### src/rtl/fetch_pkg.sv
// fetch_pkg: fetch FSM state encoding, sequencer opcode constants and opcode field helper
package fetch_pkg;
  typedef logic [1:0] fstate_t;
  localparam fstate_t F_IDLE = 2'd0;
  localparam fstate_t F_REQ  = 2'd1;
  localparam fstate_t F_DONE = 2'd2;
  localparam int OPCODE_MSB = 15;
  localparam int OPCODE_LSB = 10;
  localparam logic [5:0] OP_HALT  = 6'd0;
  localparam logic [5:0] OP_CLAC  = 6'd1;
  localparam logic [5:0] OP_LDAC  = 6'd2;
  localparam logic [5:0] OP_STAC  = 6'd3;
  localparam logic [5:0] OP_MVACR = 6'd4;
  localparam logic [5:0] OP_MVRAC = 6'd5;
  localparam logic [5:0] OP_ADD   = 6'd6;
  localparam logic [5:0] OP_MUL   = 6'd7;
  function automatic logic [5:0] opcode_of(input logic [15:0] ir);
    return ir[OPCODE_MSB:OPCODE_LSB];
  endfunction
endpackage

### src/rtl/fetch_watchdog.sv
// fetch_watchdog: counts un-acked request cycles and flags expiry on the MAX_WAIT-th one
//   clk_i, rst_i : clock, synchronous active-high reset
//   clr_i        : restart count (no request outstanding)
//   en_i         : request outstanding and not acked this cycle
//   expire_o     : this is the MAX_WAIT-th consecutive un-acked cycle
module fetch_watchdog
  import fetch_pkg::*;
#(
  parameter int MAX_WAIT = 3
) (
  input  logic clk_i,
  input  logic rst_i,
  input  logic clr_i,
  input  logic en_i,
  output logic expire_o
);
  localparam int CW = $clog2(MAX_WAIT + 1);
  logic [CW-1:0] cnt_q;
  always_ff @(posedge clk_i) begin
    if (rst_i || clr_i) cnt_q <= '0;
    else if (en_i) cnt_q <= cnt_q + CW'(1);
  end
  assign expire_o = en_i && (cnt_q == CW'(MAX_WAIT - 1));
endmodule

### src/rtl/instr_fetch_unit.sv
// instr_fetch_unit: PC holder and instruction fetcher feeding the sequencer over a mem req/ack port
//   clock, reset           : clock, synchronous active-high reset
//   fetch_req, pc_load(_val): fetch pulse and jump request/target from the sequencer
//   mem_req/addr/ack/rdata : instruction memory read handshake
//   IR, ir_valid, pc, busy : fetched instruction, its one-cycle strobe, program counter, demand busy
//   fetch_err              : sticky watchdog abort / overrun flag
// Build option PREFETCH_EN: adds a one-word background prefetch buffer at the next pc.
module instr_fetch_unit
  import fetch_pkg::*;
#(
  parameter int ADDR_W = 8,
  parameter int DATA_W = 16,
  parameter logic [ADDR_W-1:0] PC_RESET = '0,
  parameter int MAX_WAIT = 3
) (
  input  logic              clock,
  input  logic              reset,
  input  logic              fetch_req,
  input  logic              pc_load,
  input  logic [ADDR_W-1:0] pc_load_val,
  output logic              mem_req,
  output logic [ADDR_W-1:0] mem_addr,
  input  logic              mem_ack,
  input  logic [DATA_W-1:0] mem_rdata,
  output logic [DATA_W-1:0] IR,
  output logic              ir_valid,
  output logic [ADDR_W-1:0] pc,
  output logic              busy,
  output logic              fetch_err
);
`ifdef PREFETCH_EN
  localparam bit PF_EN = 1'b1;
`else
  localparam bit PF_EN = 1'b0;
`endif
  fstate_t state_q, state_d;
  logic [ADDR_W-1:0] pc_q, pc_d, addr_q, addr_d, pend_q, pend_d, buf_addr_q, buf_addr_d;
  logic [DATA_W-1:0] ir_q, ir_d, buf_q, buf_d;
  logic req_q, req_d, err_q, err_d, pend_v_q, pend_v_d, pf_q, pf_d, kill_q, kill_d;
  logic want_q, want_d, buf_v_q, buf_v_d;
  logic expire, pf_busy, dem_ack, dem_abort, hit, conv;
  fetch_watchdog #(.MAX_WAIT(MAX_WAIT)) u_wd (
    .clk_i(clock), .rst_i(reset), .clr_i(!req_q), .en_i(req_q && !mem_ack), .expire_o(expire)
  );
  // pf_q marks the outstanding request as a prefetch; kill_q means its data is stale after a jump
  assign pf_busy   = req_q && pf_q;
  assign dem_ack   = state_q == F_REQ && req_q && !pf_q && mem_ack;
  assign dem_abort = state_q == F_REQ && req_q && !pf_q && expire;
  assign hit       = PF_EN && buf_v_q && buf_addr_q == pc_q && !pc_load;
  // an in-flight prefetch of the wanted address is adopted as the demand request
  assign conv      = pf_busy && !kill_q && !pc_load && addr_q == pc_q && !expire;
  always_comb begin
    state_d = state_q; pc_d = pc_q; addr_d = addr_q; pend_d = pend_q; buf_addr_d = buf_addr_q;
    ir_d = ir_q; buf_d = buf_q; req_d = req_q; err_d = err_q; pend_v_d = pend_v_q;
    pf_d = pf_q; kill_d = kill_q; want_d = want_q; buf_v_d = buf_v_q;
    if (fetch_req && state_q != F_IDLE) err_d = 1'b1;
    if (pc_load) buf_v_d = 1'b0;
    if (pf_busy && (mem_ack || expire)) begin
      req_d = 1'b0; pf_d = 1'b0; kill_d = 1'b0;
      if (mem_ack && !kill_q && !pc_load) begin
        buf_v_d = 1'b1; buf_addr_d = addr_q; buf_d = mem_rdata;
      end
    end else if (pf_busy && pc_load) kill_d = 1'b1;
    if (state_q == F_IDLE) begin
      if (pc_load) pc_d = pc_load_val;
      if (fetch_req) begin
        if (hit || (conv && mem_ack)) begin
          ir_d = hit ? buf_q : mem_rdata; pc_d = pc_q + ADDR_W'(1);
          buf_v_d = 1'b0; want_d = 1'b1; state_d = F_DONE;
        end else if (conv) begin
          pf_d = 1'b0; state_d = F_REQ;
        end else begin
          state_d = F_REQ;
          if (!pf_busy) begin
            req_d = 1'b1; addr_d = pc_load ? pc_load_val : pc_q;
          end
        end
      end
    end else if (state_q == F_REQ) begin
      // port was held by a stale prefetch: launch the demand read once it is free
      if (!req_q) begin
        req_d = 1'b1; addr_d = pc_q; pf_d = 1'b0;
      end
      if (dem_ack || dem_abort) begin
        req_d = 1'b0; state_d = F_DONE; pend_v_d = 1'b0; want_d = dem_ack;
        ir_d = dem_ack ? mem_rdata : '0;
        if (dem_abort) err_d = 1'b1;
        pc_d = pc_load ? pc_load_val : pend_v_q ? pend_q : dem_ack ? pc_q + ADDR_W'(1) : pc_q;
      end else if (pc_load) begin
        pend_v_d = 1'b1; pend_d = pc_load_val;
      end
    end else begin
      state_d = F_IDLE; want_d = 1'b0;
      if (pc_load) pc_d = pc_load_val;
      else if (PF_EN && want_q && !req_q) begin
        req_d = 1'b1; addr_d = pc_q; pf_d = 1'b1;
      end
    end
  end
  always_ff @(posedge clock) begin
    if (reset) begin
      state_q <= F_IDLE; pc_q <= PC_RESET; addr_q <= '0; pend_q <= '0; buf_addr_q <= '0;
      ir_q <= '0; buf_q <= '0; req_q <= 1'b0; err_q <= 1'b0; pend_v_q <= 1'b0;
      pf_q <= 1'b0; kill_q <= 1'b0; want_q <= 1'b0; buf_v_q <= 1'b0;
    end else begin
      state_q <= state_d; pc_q <= pc_d; addr_q <= addr_d; pend_q <= pend_d; buf_addr_q <= buf_addr_d;
      ir_q <= ir_d; buf_q <= buf_d; req_q <= req_d; err_q <= err_d; pend_v_q <= pend_v_d;
      pf_q <= pf_d; kill_q <= kill_d; want_q <= want_d; buf_v_q <= buf_v_d;
    end
  end
  assign mem_req   = req_q;
  assign mem_addr  = addr_q;
  assign IR        = ir_q;
  assign ir_valid  = state_q == F_DONE;
  assign pc        = pc_q;
  assign busy      = state_q == F_REQ;
  assign fetch_err = err_q;
endmodule
### config.mk
export PLATFORM = sky130hd
export DESIGN_NAME = instr_fetch_unit
export DESIGN_NICKNAME = d
export VERILOG_FILES = /design/src/rtl/fetch_pkg.sv /design/src/rtl/fetch_watchdog.sv /design/src/rtl/instr_fetch_unit.sv
export SDC_FILE = /design/constraint.sdc
export NUM_CORES = 1
export LEC_CHECK = 0
export ABC_AREA = 1
export CORE_AREA = 4 4 86 88
export DETAILED_ROUTE_END_ITERATION = 10
export DIE_AREA = 0 0 90 92
export PLACE_DENSITY = 0.75
export SLEW_MARGIN = 20
export SYNTH_ARGS = -nofsm -noshare
export SYNTH_HDL_FRONTEND = slang
export SYNTH_SLANG_ARGS = --single-unit
### constraint.sdc
create_clock -name clock -period 1.59 [get_ports clock]
set_clock_uncertainty 0.05 [all_clocks]
set_input_delay 0.159 -clock clock [delete_from_list [all_inputs] [get_ports clock]]
set_output_delay 0.159 -clock clock [all_outputs]
set_load 0.05 [all_outputs]
==> results.yml <==
outcome:
  status: "finished with violations"
  violations: "negative setup slack"
place:
  gp_congestion: 0.935
  port-buffer-count: 64
  hpwl_um: 6900
  place_ws_ns: -0.496
  place_inst: 679
setup_path:
  start_kind: "flip-flop"
  arrival_ns: 2.08
  cp_data_required_time_ns: 1.76
  path_class: "reg -> reg"
  crit-reg2reg-launch: "pc[6]"
  r2r_setup_slack_ns: -0.32
  endpoint_kind: "flip-flop"
  r2r_end: "IR[1]"
  path_max_fanout: 5
  rr_worst_depth: 14
cts:
  clockBufferDepth: 2
  cts_root_buffer: "clkbuf_8"
  cts_buffers: 5
  cts_tree: "done"
  clk_latency_ns: 0.32
  cts_hold_buffers: 0
  clock_sinks: 49
  cts_max_level: 2
  cts.clk_slew.worst_paths_ns: 0.10
timing:
  period_needed_ns: 1.91
  fmax_ghz: 0.523
  setup_viol: 26
  drv_slew: 0
  worstMarginPinSlew_ns: 0.598
  post-route-period-util_pct: 120
  grt_setup_unrepaired: "true"
  hold_violations: 0
  setup_tns_ns: -6.39
  setup_ws_ns: -0.321
  relSlewSlack_pct: 59.7
global_routing:
  grt_use_total_pct: 23.4
  grt.met1_usage_pct: 29.7
  grt_pass1_wl_um: 16100
  grt_pass1_vias: 3480
  grtUsageMet3_pct: 4.35
  grt_overflow: 0
  grt_start_max_net_pins: 27
  use_met2_pct: 39.9
  grt.busiest_layer: "met2"
  antenna_found_initial: 0
floorplan:
  fp.dieW_um: 90
  start_util_pct: 44.9
  design.die.area_sq_um: 8280
  ios: 65
  core_region_area_sq_um: 6640
  dieHeight_um: 92
  rows: 30
drt:
  wirelength_um: 10900
  drt_iter0_markers: 332
  ant_nets: 0
  vias: 3806
  drt_pass1_iterations: 6
  detail_route.wl_per_cell_um: 15.6
  viasPerCell: 5.43
  drc: 0
run:
  cap_violations: 0
power_and_ir_drop:
  intPower_w: 0.00245
  swShare_pct: 37.5
  combPwrFrac_pct: 39.5
  switchingPower_w: 0.00147
  seq_power_share_pct: 35.9
  p_leak_nw: 2.23
  vdd_ir_drop_max_uv: 566
  p_per_area_nw_per_um2: 831
  pwr-share-clk_pct: 24.7
min_path:
  hp-class: "in -> reg"
  min_from: "pc_load"
  hold_path_end: "pend_v_q"
  hold_depth: 4
final_layout:
  drive_gt1_share_pct: 38.6
  diodes: 0
  final_cells: 701
  area_delta_synth_final_pct: 58.5
  fin_nets: 651
logic_synthesis:
  synth.avg_cell_area_sq_um: 6.15
  synth.distinct_cells: 33
  syn_area_sq_um: 2980
  ys_ff_latch: 49
  synth_nets: 516
  synthesis.instances: 485
  yosys_warnings: 0
  ys_seq_area_share_pct: 32.9
==> registers in the layout (all words and copies together) (netlist names) <==
signal	count
state_q	2
kill_q	1
pend_q	8
IR	16
mem_addr	8
u_wd.cnt_q	2
fetch_err	1
pc	8
pf_q	1
mem_req	1
pend_v_q	1
==> logic make-up after synthesis <==
| family | count (synthesis) | share of synthesized area (%) |
|---|---|---|
| fa+ha+maj | 2 | 0.839 |
| flops | 49 | 32.9 |
| simple gates | 220 | 31.4 |
| compound gates | 105 | 18.5 |
| xor+xnor | 10 | 2.94 |
| buf+inv | 99 | 13.4 |
==> critical path, cell delays in order (launching register included) <==
cell	delay, ns
dfxtp_4	0.37
inv_2	0.06
nand2_1	0.06
nand2_2	0.09
nand2_2	0.07
nor2_1	0.10
nand2_1	0.08
nor2_2	0.14
buf_4	0.13
nand4_1	0.14
nand2_4	0.21
buf_6	0.16
nand3_2	0.07
nand2_2	0.06
nor2_1	0.03
==> cell usage in the layout (no fill, tap or decap), drive strengths merged, types with 6 or more instances in the layout <==
cell type / netlist / routed
a21oi: 46 / 46
a31oi: 6 / 6
buf: 14 / 122
clkbuf: 11 / 7
clkdlybuf4s50: 0 / 27
dfxtp: 49 / 49
inv: 73 / 73
nand2: 106 / 109
nand3: 36 / 36
nor2: 70 / 70
o21ai: 45 / 45
xor2: 6 / 6
==> metrics by stage <==
stage	area, sq um	util (%)	hold slack (ns)	total power [W]
after floorplan	3060	-	0.273	0.00221
after global placement	4180	62.8	0.389	0.00273
after detailed placement	4180	62.8	0.396	0.00275
after CTS	4490	67.6	0.410	0.00377
after global routing	4730	71.1	0.356	0.00410
final	4730	71.1	0.336	0.00393
==> layer usage <==
metal,share of wire [%],vias to the layer above
li1,-,1810
met1,41,1722
met2,48,237
met3,8.7,37
met4,2.4,0
met5,0,-
==> final cells by class <==
cell class | instances | area [sq um]
inverter | 74 | 283
tap | 80 | 100
sequential | 49 | 1030
fill | 498 | 1920
clock inverter | 1 | 5.00
clock buffer | 7 | 119
timing repair buffer | 150 | 1270
multi-input combinational | 340 | 1920
==> cells in the mapped netlist (all sizes together) <==
cell type / count / area share [%]
ha: 2 / 0.84
o21a: 1 / 0.25
a21oi: 46 / 7.7
o21ai: 45 / 7.6
buf: 14 / 2.7
nand4: 4 / 0.84
a21boi: 1 / 0.25
dfxtp: 49 / 33
a211oi: 2 / 0.50
nand2: 106 / 14
nor2: 70 / 9.5
xnor2: 4 / 1.2
nor3: 2 / 0.50
o211ai: 3 / 0.75
nand3: 36 / 6.2
xor2: 6 / 1.8
clkbuf: 11 / 1.4
and2: 2 / 0.42
o31ai: 1 / 0.25
clkinv: 1 / 0.13
a31oi: 6 / 1.3
inv: 73 / 9.2
==> worst max-delay path by stage <==
stage / slack [ns] / from / cells after the start / to
6_report: -0.32 / pc[6] / 14 / IR[1]
2_1_floorplan: -0.10 / pc[6] / 13 / IR[4]
4_1_cts: -0.14 / pc[7] / 14 / IR[1]
3_5_place_dp: -0.50 / pc_load / 15 / IR[11]
5_1_grt: -0.41 / pc[6] / 14 / IR[15]
3_3_place_gp: -0.45 / pc_load / 14 / IR[10]
==> timing repair <==
item,in CTS,in global routing
setup buffers,8,4
endpoints found under the setup margin,26,37
pin swaps,23,32
cloned,4,1
gates resized for setup,33,62
==> power groups by stage <==
| stage | Combinational [W] | Sequential (W) | Clock, W |
|---|---|---|---|
| after floorplan | 0.000563 | 0.00165 | 0 |
| after global placement | 0.00130 | 0.00143 | 0 |
| after detailed placement | 0.00132 | 0.00143 | 0 |
| after CTS | 0.00140 | 0.00141 | 0.000964 |
| after global routing | 0.00165 | 0.00142 | 0.00103 |
| final | 0.00155 | 0.00141 | 0.000968 |
Power figures use the tool's default switching activity.
